## src/rtl/m_dmux8way_buf.sv

```systemverilog
// m_dmux8way_buf: registered 1-to-8 word demux, one-entry buffer per channel, valid/ready on both sides
//   i_clk    rising-edge clock
//   i_rst_n  synchronous active-low reset
//   i_data   upstream word, routed to channel i_sel
//   i_sel    destination channel 0..7
//   i_valid  upstream word present
//   o_ready  upstream word can be taken this cycle (combinational in i_sel, i_ready)
//   o_data   channel k word on bits [k*WIDTH +: WIDTH]
//   o_valid  bit k: channel k buffer holds a word
//   i_ready  bit k: consumer k takes its word this cycle
//   o_count  words accepted since reset, wraps at 2^16
module m_dmux8way_buf #(
    parameter int WIDTH = 16
) (
    input  logic               i_clk,
    input  logic               i_rst_n,
    input  logic [WIDTH-1:0]   i_data,
    input  logic [2:0]         i_sel,
    input  logic               i_valid,
    output logic               o_ready,
    output logic [8*WIDTH-1:0] o_data,
    output logic [7:0]         o_valid,
    input  logic [7:0]         i_ready,
    output logic [15:0]        o_count
);
    logic [7:0]       full;
    logic [WIDTH-1:0] word [8];
    logic             accept;

    // a full channel still accepts when its consumer drains in the same cycle
    assign o_ready = ~full[i_sel] | i_ready[i_sel];
    assign accept  = i_valid & o_ready;
    assign o_valid = full;

    for (genvar g = 0; g < 8; g++) begin : g_out
        assign o_data[g*WIDTH +: WIDTH] = word[g];
    end

    always_ff @(posedge i_clk) begin
        if (!i_rst_n) begin
            full    <= '0;
            o_count <= '0;
            for (int k = 0; k < 8; k++) word[k] <= '0;
        end else begin
            if (accept) o_count <= o_count + 16'd1;
            for (int k = 0; k < 8; k++) begin
                if (accept && i_sel == 3'(k)) begin
                    word[k] <= i_data;
                    full[k] <= 1'b1;
                end else if (full[k] && i_ready[k]) begin
                    full[k] <= 1'b0;
                end
            end
        end
    end
endmodule

```

## config.mk

```make
export PLATFORM = sky130hd
export DESIGN_NAME = m_dmux8way_buf
export DESIGN_NICKNAME = d
export VERILOG_FILES = /design/src/rtl/m_dmux8way_buf.sv
export SDC_FILE = /design/constraint.sdc
export NUM_CORES = 1
export LEC_CHECK = 0
export BUFFER_PORTS_ARGS = -buffer_cell sky130_fd_sc_hd__buf_2
export CAP_MARGIN = 25
export CORE_MARGIN = 1.5
export CORE_UTILIZATION = 45
export CTS_CLUSTER_SIZE = 25
export DETAILED_ROUTE_END_ITERATION = 12
export PLACE_DENSITY_LB_ADDON = 0.2
export SETUP_SLACK_MARGIN = 0.3
export SKIP_LAST_GASP = 1
export SYNTH_ARGS = -nofsm -noshare
export SYNTH_HDL_FRONTEND = slang
export SYNTH_SLANG_ARGS = --single-unit
```

## constraint.sdc

```tcl
create_clock -name i_clk -period 5.09 [get_ports i_clk]
set_clock_uncertainty 0.05 [all_clocks]
set_input_delay 1.527 -clock i_clk [delete_from_list [all_inputs] [get_ports i_clk]]
set_output_delay 1.527 -clock i_clk [all_outputs]
set_load 0.005 [all_outputs]
```

Word level (Yosys, flattened, before mapping):

Memories as Yosys holds them, arrays and structs flattened.
Cells that the tools add are included.

* add/subtract/negate cells: 1
* reductions and logical operators: 25
* shift operators: 0
* $mul: 0
* order comparisons: 1
* equality and inequality tests: 7
* bitwise operators: 11
* muxes and demuxes: 53
* divide/modulo/power cells: 0

Operators with widths (number)
* 16-bit two-way mux: 8
* 1-bit two-way mux: 43
* 16-bit by 1-bit adder with 16-bit output (second input constant): 1
* 1-bit logical AND: 16
* 2-bit nonzero test: 8
* 3-bit == test (second input constant): 4
* 1-bit bitwise OR: 9
* 1-bit binary-select mux with 3-bit select: 2
* 3-bit by 2-bit == test with 1-bit output (second input constant): 2
* 3-bit by 4-bit less-than comparator with 1-bit output (second input constant): 1
* 3-bit by 1-bit == test with 1-bit output (second input constant): 1
* 3-bit logical NOT: 1
* 1-bit bitwise AND: 1
* 1-bit inverter: 1

* register bits: 24
* bits in writable memories: 128
* output and inout bits: 153
* memories: 1
* bits in read-only memories: 0
* word-level logic and storage cells: 108
* bits in latches: 0

Memory list
* word: depth 8, bits a word 16, rd ports 8, clocked after memory_dff 0, wr ports 8, RTL line 27 `logic [WIDTH-1:0] word [8];`

Logic depth before layout (Yosys ltp):

Gate-level depths: netlist (run 1).

* depth in word-level cells: 10
* depth in mapped cells: 9
* gate-level depth less buffers: 5

Worst setup path before layout (run 1):

No wires, ideal clock.

* path kind: input to register
* start: input i_sel[1]
* end: memory word[6][0], in the netlist word[1][32], enable pin
* stages on the path: 8
* path slack: 0.902 ns
* arrival: 3.726 ns
* data required time: 4.629 ns
* path through: buf_6 -> buf_12 -> mux2i_1 -> a22oi_2 -> o22a_1 -> buf_4 -> nand3_1 -> o21ai_0

RTL lines
* start, declared: RTL line 18 `input logic [2:0] i_sel,`
* end, declared: RTL line 27

Final worst setup path (run 1):

* start: input i_sel[1]
* end: output o_ready

* cells in the longest elaborated chain, start to end: 4
* elaborated cells on any way between the ends: 6

RTL lines
* 1-bit binary-select mux with 3-bit select: RTL line 31 `assign o_ready = ~full[i_sel] | i_ready[i_sel];`
* 1-bit two-way mux (implied by the code): RTL line 31
* 1-bit inverter: RTL line 31
* 1-bit bitwise OR (*): RTL line 31
* end, declared: RTL line 20 `output logic o_ready,`

Every way passes the cells marked *; elsewhere a longest branch is shown, timed or not. The select of a mux whose other input is x is not followed.

==> results.cfg, run 1 <==
[die]
initial_core_util_pct = 45.8
ios = 183
rows = 41
die_y_um = 116
design.core.area_um2 = 12600
die_x_um = 116
die-area_um2 = 13500

[worst_setup_path]
critical_path_required_ns = 3.51
r2r_slack_ns = 2.47
worst_setup_path_start_kind = input pin
path_class = in -> out
cp-end-kind = primary output
cp_max_fo = 15
cp_data_arrival_time_ns = 2.94

[logic_synthesis]
ys_types = 34
synth-edff-count = 128
synth-main-ff-cell = edfxtp_1
ys_seq_area_share_pct = 75.1
yosys-top-cells-area = edfxtp_1 (67%), dfxtp_1 (8.3%), nor2_1 (6.4%), nand2_1 (2.1%), a21oi_1 (1.7%)
synth_area_um2 = 5760
synth_most_common_cell = edfxtp_1
synthTopCellsByCount = edfxtp_1 (128), nor2_1 (98), nand2_1 (32)
synthArstFlopShare_pct = 0
synth_cells = 423
syn_area_per_cell_um2 = 13.6
yosys_warnings = 0
synth_nets = 454
synth_top_area_share_pct = 66.7
synth.largest_area_cell = edfxtp_1
ys_seq_elements = 152

[worst_hold_path]
hold_class = reg -> reg

[clock_tree]
htreeDepth = 4
cts_hold_buffers = 0
cts_setup_buffers = 0
clock-sinks = 152
cts_tree = yes
clock_tree.buffer_depth = 2
worstSkewPairLatency_ns = 0.42
cts_root_buf = clkbuf_16
cts_buffers = 17
cts.repair.resized = 0
clk_pin_slew_worst_paths_ns = 0.06

[status]
status = completed

[place]
portBuffers = 182
dp_hpwl_um = 9720
place.gp.congestion = 0.826

[power_and_ir_drop]
p_leak_nw = 3.16
ir_drop_mv = 0.165
cellPowerDensity_nw_per_um2 = 391

[cells_and_area]
antenna_cells = 0
drive_gt1_share_pct = 37.0
synthToLayoutAreaGrowth_pct = 27.9
nFillCells = 1031
fin_nets = 638

[drt]
vias = 3960
first_iter_violations = 343
firstDrtPassIters = 5
avgRoutedWirePerCell_um = 17.2
viasPerCell = 5.01
ant_nets = 0
wl_um = 13600
drc = 0

[timing]
period_needed_ns = 4.51
slew_viol_final = 0
hold_viol = 0
tns_ns = 0
slew_headroom_pct = 35.3
post-route-period-util_pct = 88.7
worst-slew-pin-transition_ns = 0.971
max_freq_mhz = 222
rsz0062_at_grt = false
hold_slack_ns = 0.447
setup_viol = 0

[global_routing]
grt_pass1_vias = 3692
antenna_found_initial = 0
grt_overflow = 0
grt_max_degree = 34
grt_use_total_pct = 20.2
grt_pass1_wl_um = 19600

[run]
max_cap_viol_count = 0
==> placed cells by master (no fill, tap or decap), drive strengths merged <==
cell / n
nand2b: 8
nor2: 98
clkinv: 7
nand4: 10
nor4: 1
dfxtp: 24
nand2: 32
o31a: 1
buf: 185
o21a: 1
clkbuf: 18
mux2: 4
inv: 19
o22a: 2
bufinv: 4
nor3: 1
xor2: 1
o32ai: 2
and4: 2
a21oi: 19
o31ai: 3
mux2i: 6
o21ai: 13
edfxtp: 128
nor2b: 1
o221ai: 1
nand3: 6
a22oi: 1
clkinvlp: 2
or3: 12
or4: 3
or2: 3
ha: 1
==> report_power, final <==
| group | leakage [nW] | switching [mW] | internal, mW |
|---|---|---|---|
| Combinational | 1.33 | 0.110 | 0.0590 |
| Sequential | 1.54 | 0.0186 | 1.41 |
| Clock | 0.293 | 0.468 | 0.814 |
==> path summary, 6_finish.rpt <==
| path | start | endpoint | cells past startpoint |
|---|---|---|---|
| max | i_sel[1] | o_ready | 5 |
| min | o_count[15]$_SDFFE_PN0P_ | o_count[15]$_SDFFE_PN0P_ | 2 |
| max reg2reg | o_valid[3]$_SDFFE_PN0P_ | word[0][53]$_SDFFCE_PN0P_ | 5 |
| min reg2reg | o_count[15]$_SDFFE_PN0P_ | o_count[15]$_SDFFE_PN0P_ | 2 |
==> worst max-delay path: stages <==
cell and delay, ns:
buf_2 0.29, mux2_2 0.38, o22a_1 0.24, o22a_1 0.32, buf_2 0.17
==> logic make-up after synthesis <==
group	count (synthesis)	synth area share, %
buffers and inverters	39	3.98
DFF	152	75.1
xor gates and xnor gates	1	0.152
and+or+nand+nor	177	14.0
adders and majority gates	1	0.217
muxes	10	1.82
AOI/OAI and AO/OA	43	4.74
==> layer usage <==
layer,routed length [um],global-route usage [%],up-vias
met5,0,0,-
met3,1090,6.33,15
met2,6690,33.4,195
met4,215,7.97,0
li1,-,-,1870
met1,5580,24.9,1880
==> cell type report <==
| type | count | area [um2] | area share (%) |
|---|---|---|---|
| clock buffers | 18 | 429 | 5.83 |
| clock inverters | 13 | 180 | 2.45 |
| inverters | 19 | 71.3 | 0.968 |
| multi-input cells | 232 | 1210 | 16.5 |
| flip-flops and latches | 152 | 4320 | 58.7 |
| well taps | 172 | 215 | 2.92 |
| repair buffers | 185 | 933 | 12.7 |
==> registers in the layout (all words and copies together), names as in the netlist <==
signal,cells
word,128
o_valid,8
o_count,16
==> per-stage QoR <==
step           utilization [%]  instance area (um2)  cells  setup WS (ns)  power (mW)
6_report                  58.6                 7370    791          0.576        2.88
3_5_place_dp              53.8                 6760    760          0.578        1.63
3_3_place_gp              53.8                 6760    760          0.590        1.62
4_1_cts                   58.6                 7370    791          0.573        2.90
5_1_grt                   58.6                 7370    791          0.499        2.97
2_1_floorplan                -                 5760    423          0.902        1.53
Note: power is estimated with default switching activity, not from simulation.
==> inputs of run 2 (changes only) <==
Settings changed: ABC_CLOCK_PERIOD_IN_PS set to 5730.
Clock period 5.09 ns to 5.73 ns, I/O delays scaled along.
==> results.cfg, run 2 (synthesized netlist as in run 1, its figures left out) <==
[status]
status = completed

[die]
ios = 183
rows = 41
die_y_um = 116
initial_core_util_pct = 45.8
die_x_um = 116
die-area_um2 = 13500
design.core.area_um2 = 12600

[global_routing]
grt_pass1_vias = 3658
antenna_found_initial = 0
grt_max_degree = 36
grt_overflow = 0
grt_pass1_wl_um = 19400
grt_use_total_pct = 20.0

[cells_and_area]
synthToLayoutAreaGrowth_pct = 26.2
final_cell_mix = buf_2 (182), edfxtp_1 (128), nor2_1 (98)
layout_commonest_cell = buf_2
largest-register = word
final_util_pct = 57.8
drive_gt1_share_pct = 36.3
fin_cells = 791
largest_reg_flops = 128
antenna_cells = 0
fin_nets = 637
nFillCells = 1073

[clock_tree]
worstSkewPairLatency_ns = 0.41
cts_root_buf = clkbuf_16
cts_hold_buffers = 0
cts.repair.resized = 0
clk_pin_slew_worst_paths_ns = 0.06
clock-sinks = 152
cts_tree = yes
cts_setup_buffers = 0
cts_buffers = 17
clock_tree.buffer_depth = 2
htreeDepth = 4

[run]
max_cap_viol_count = 0

[place]
dp_hpwl_um = 9720
place.gp.congestion = 0.828
portBuffers = 182
dpl.cell_count = 759

[timing]
tns_ns = 0
hold_viol = 0
worst-slew-pin-transition_ns = 0.911
post-route-period-util_pct = 85.7
setup_viol = 0
period_needed_ns = 4.91
hold_slack_ns = 0.439
max_freq_mhz = 204
rsz0062_at_grt = false
slew_viol_final = 0
slew_headroom_pct = 39.3

[power_and_ir_drop]
p_leak_nw = 3.12
ir_drop_mv = 0.181
cellPowerDensity_nw_per_um2 = 330
power_mw = 2.40

[worst_setup_path]
worst_setup_path_start_kind = input pin
critical_path_required_ns = 3.96
cp_max_fo = 15
path_class = in -> out
cp_data_arrival_time_ns = 3.14
cp-end-kind = primary output

[drt]
vias = 3976
firstDrtPassIters = 5
first_iter_violations = 297
viasPerCell = 5.03
wl_um = 13500
avgRoutedWirePerCell_um = 17.1
ant_nets = 0
drc = 0

[worst_hold_path]
hold_class = reg -> reg
run 2: where the power goes:
part	internal, mW	total [mW]	switching (mW)
clock	0.584	0.985	0.401
sequential	1.25	1.27	0.0166
combinational	0.0519	0.149	0.0972
run 2: final cells by class:
cell class,count,area (um2),area share [%]
Sequential cell,152,4320,59.5
Multi-Input combinational cell,232,1210,16.7
Timing Repair Buffer,184,926,12.7
Clock buffer,19,433,5.95
Tap cell,172,215,2.96
Clock inverter,13,87.6,1.20
Inverter,19,71.3,0.981
run 2: final timing paths:
path	slack, ns	to	from	cells after the start
setup / recovery	0.82	o_ready	i_sel[1]	5
hold / removal	0.44	o_count[15]$_SDFFE_PN0P_	o_count[15]$_SDFFE_PN0P_	2
setup reg to reg	3.00	word[1][7]$_SDFFCE_PN0P_	o_valid[1]$_SDFFE_PN0P_	6
hold reg to reg	0.44	o_count[15]$_SDFFE_PN0P_	o_count[15]$_SDFFE_PN0P_	2
run 2: layer usage:
metal	track usage [%]	routed length, um
met1	24.4	5590
met2	33.5	6750
met3	6.12	978
met4	7.72	181
met5	0	0
run 2: worst max-delay path, stage by stage:
cell,delay [ns]
buf_2,0.30
mux2_2,0.39
o22a_1,0.24
o22a_1,0.32
buf_2,0.17
run 2: stage by stage:
stage               worst slack (ns)  area, um2
finish                         0.818       7270
global route                   0.756       7270
CTS                            0.820       7270
detailed placement             0.819       6750
global placement               0.854       6750
floorplan                       1.21       5760
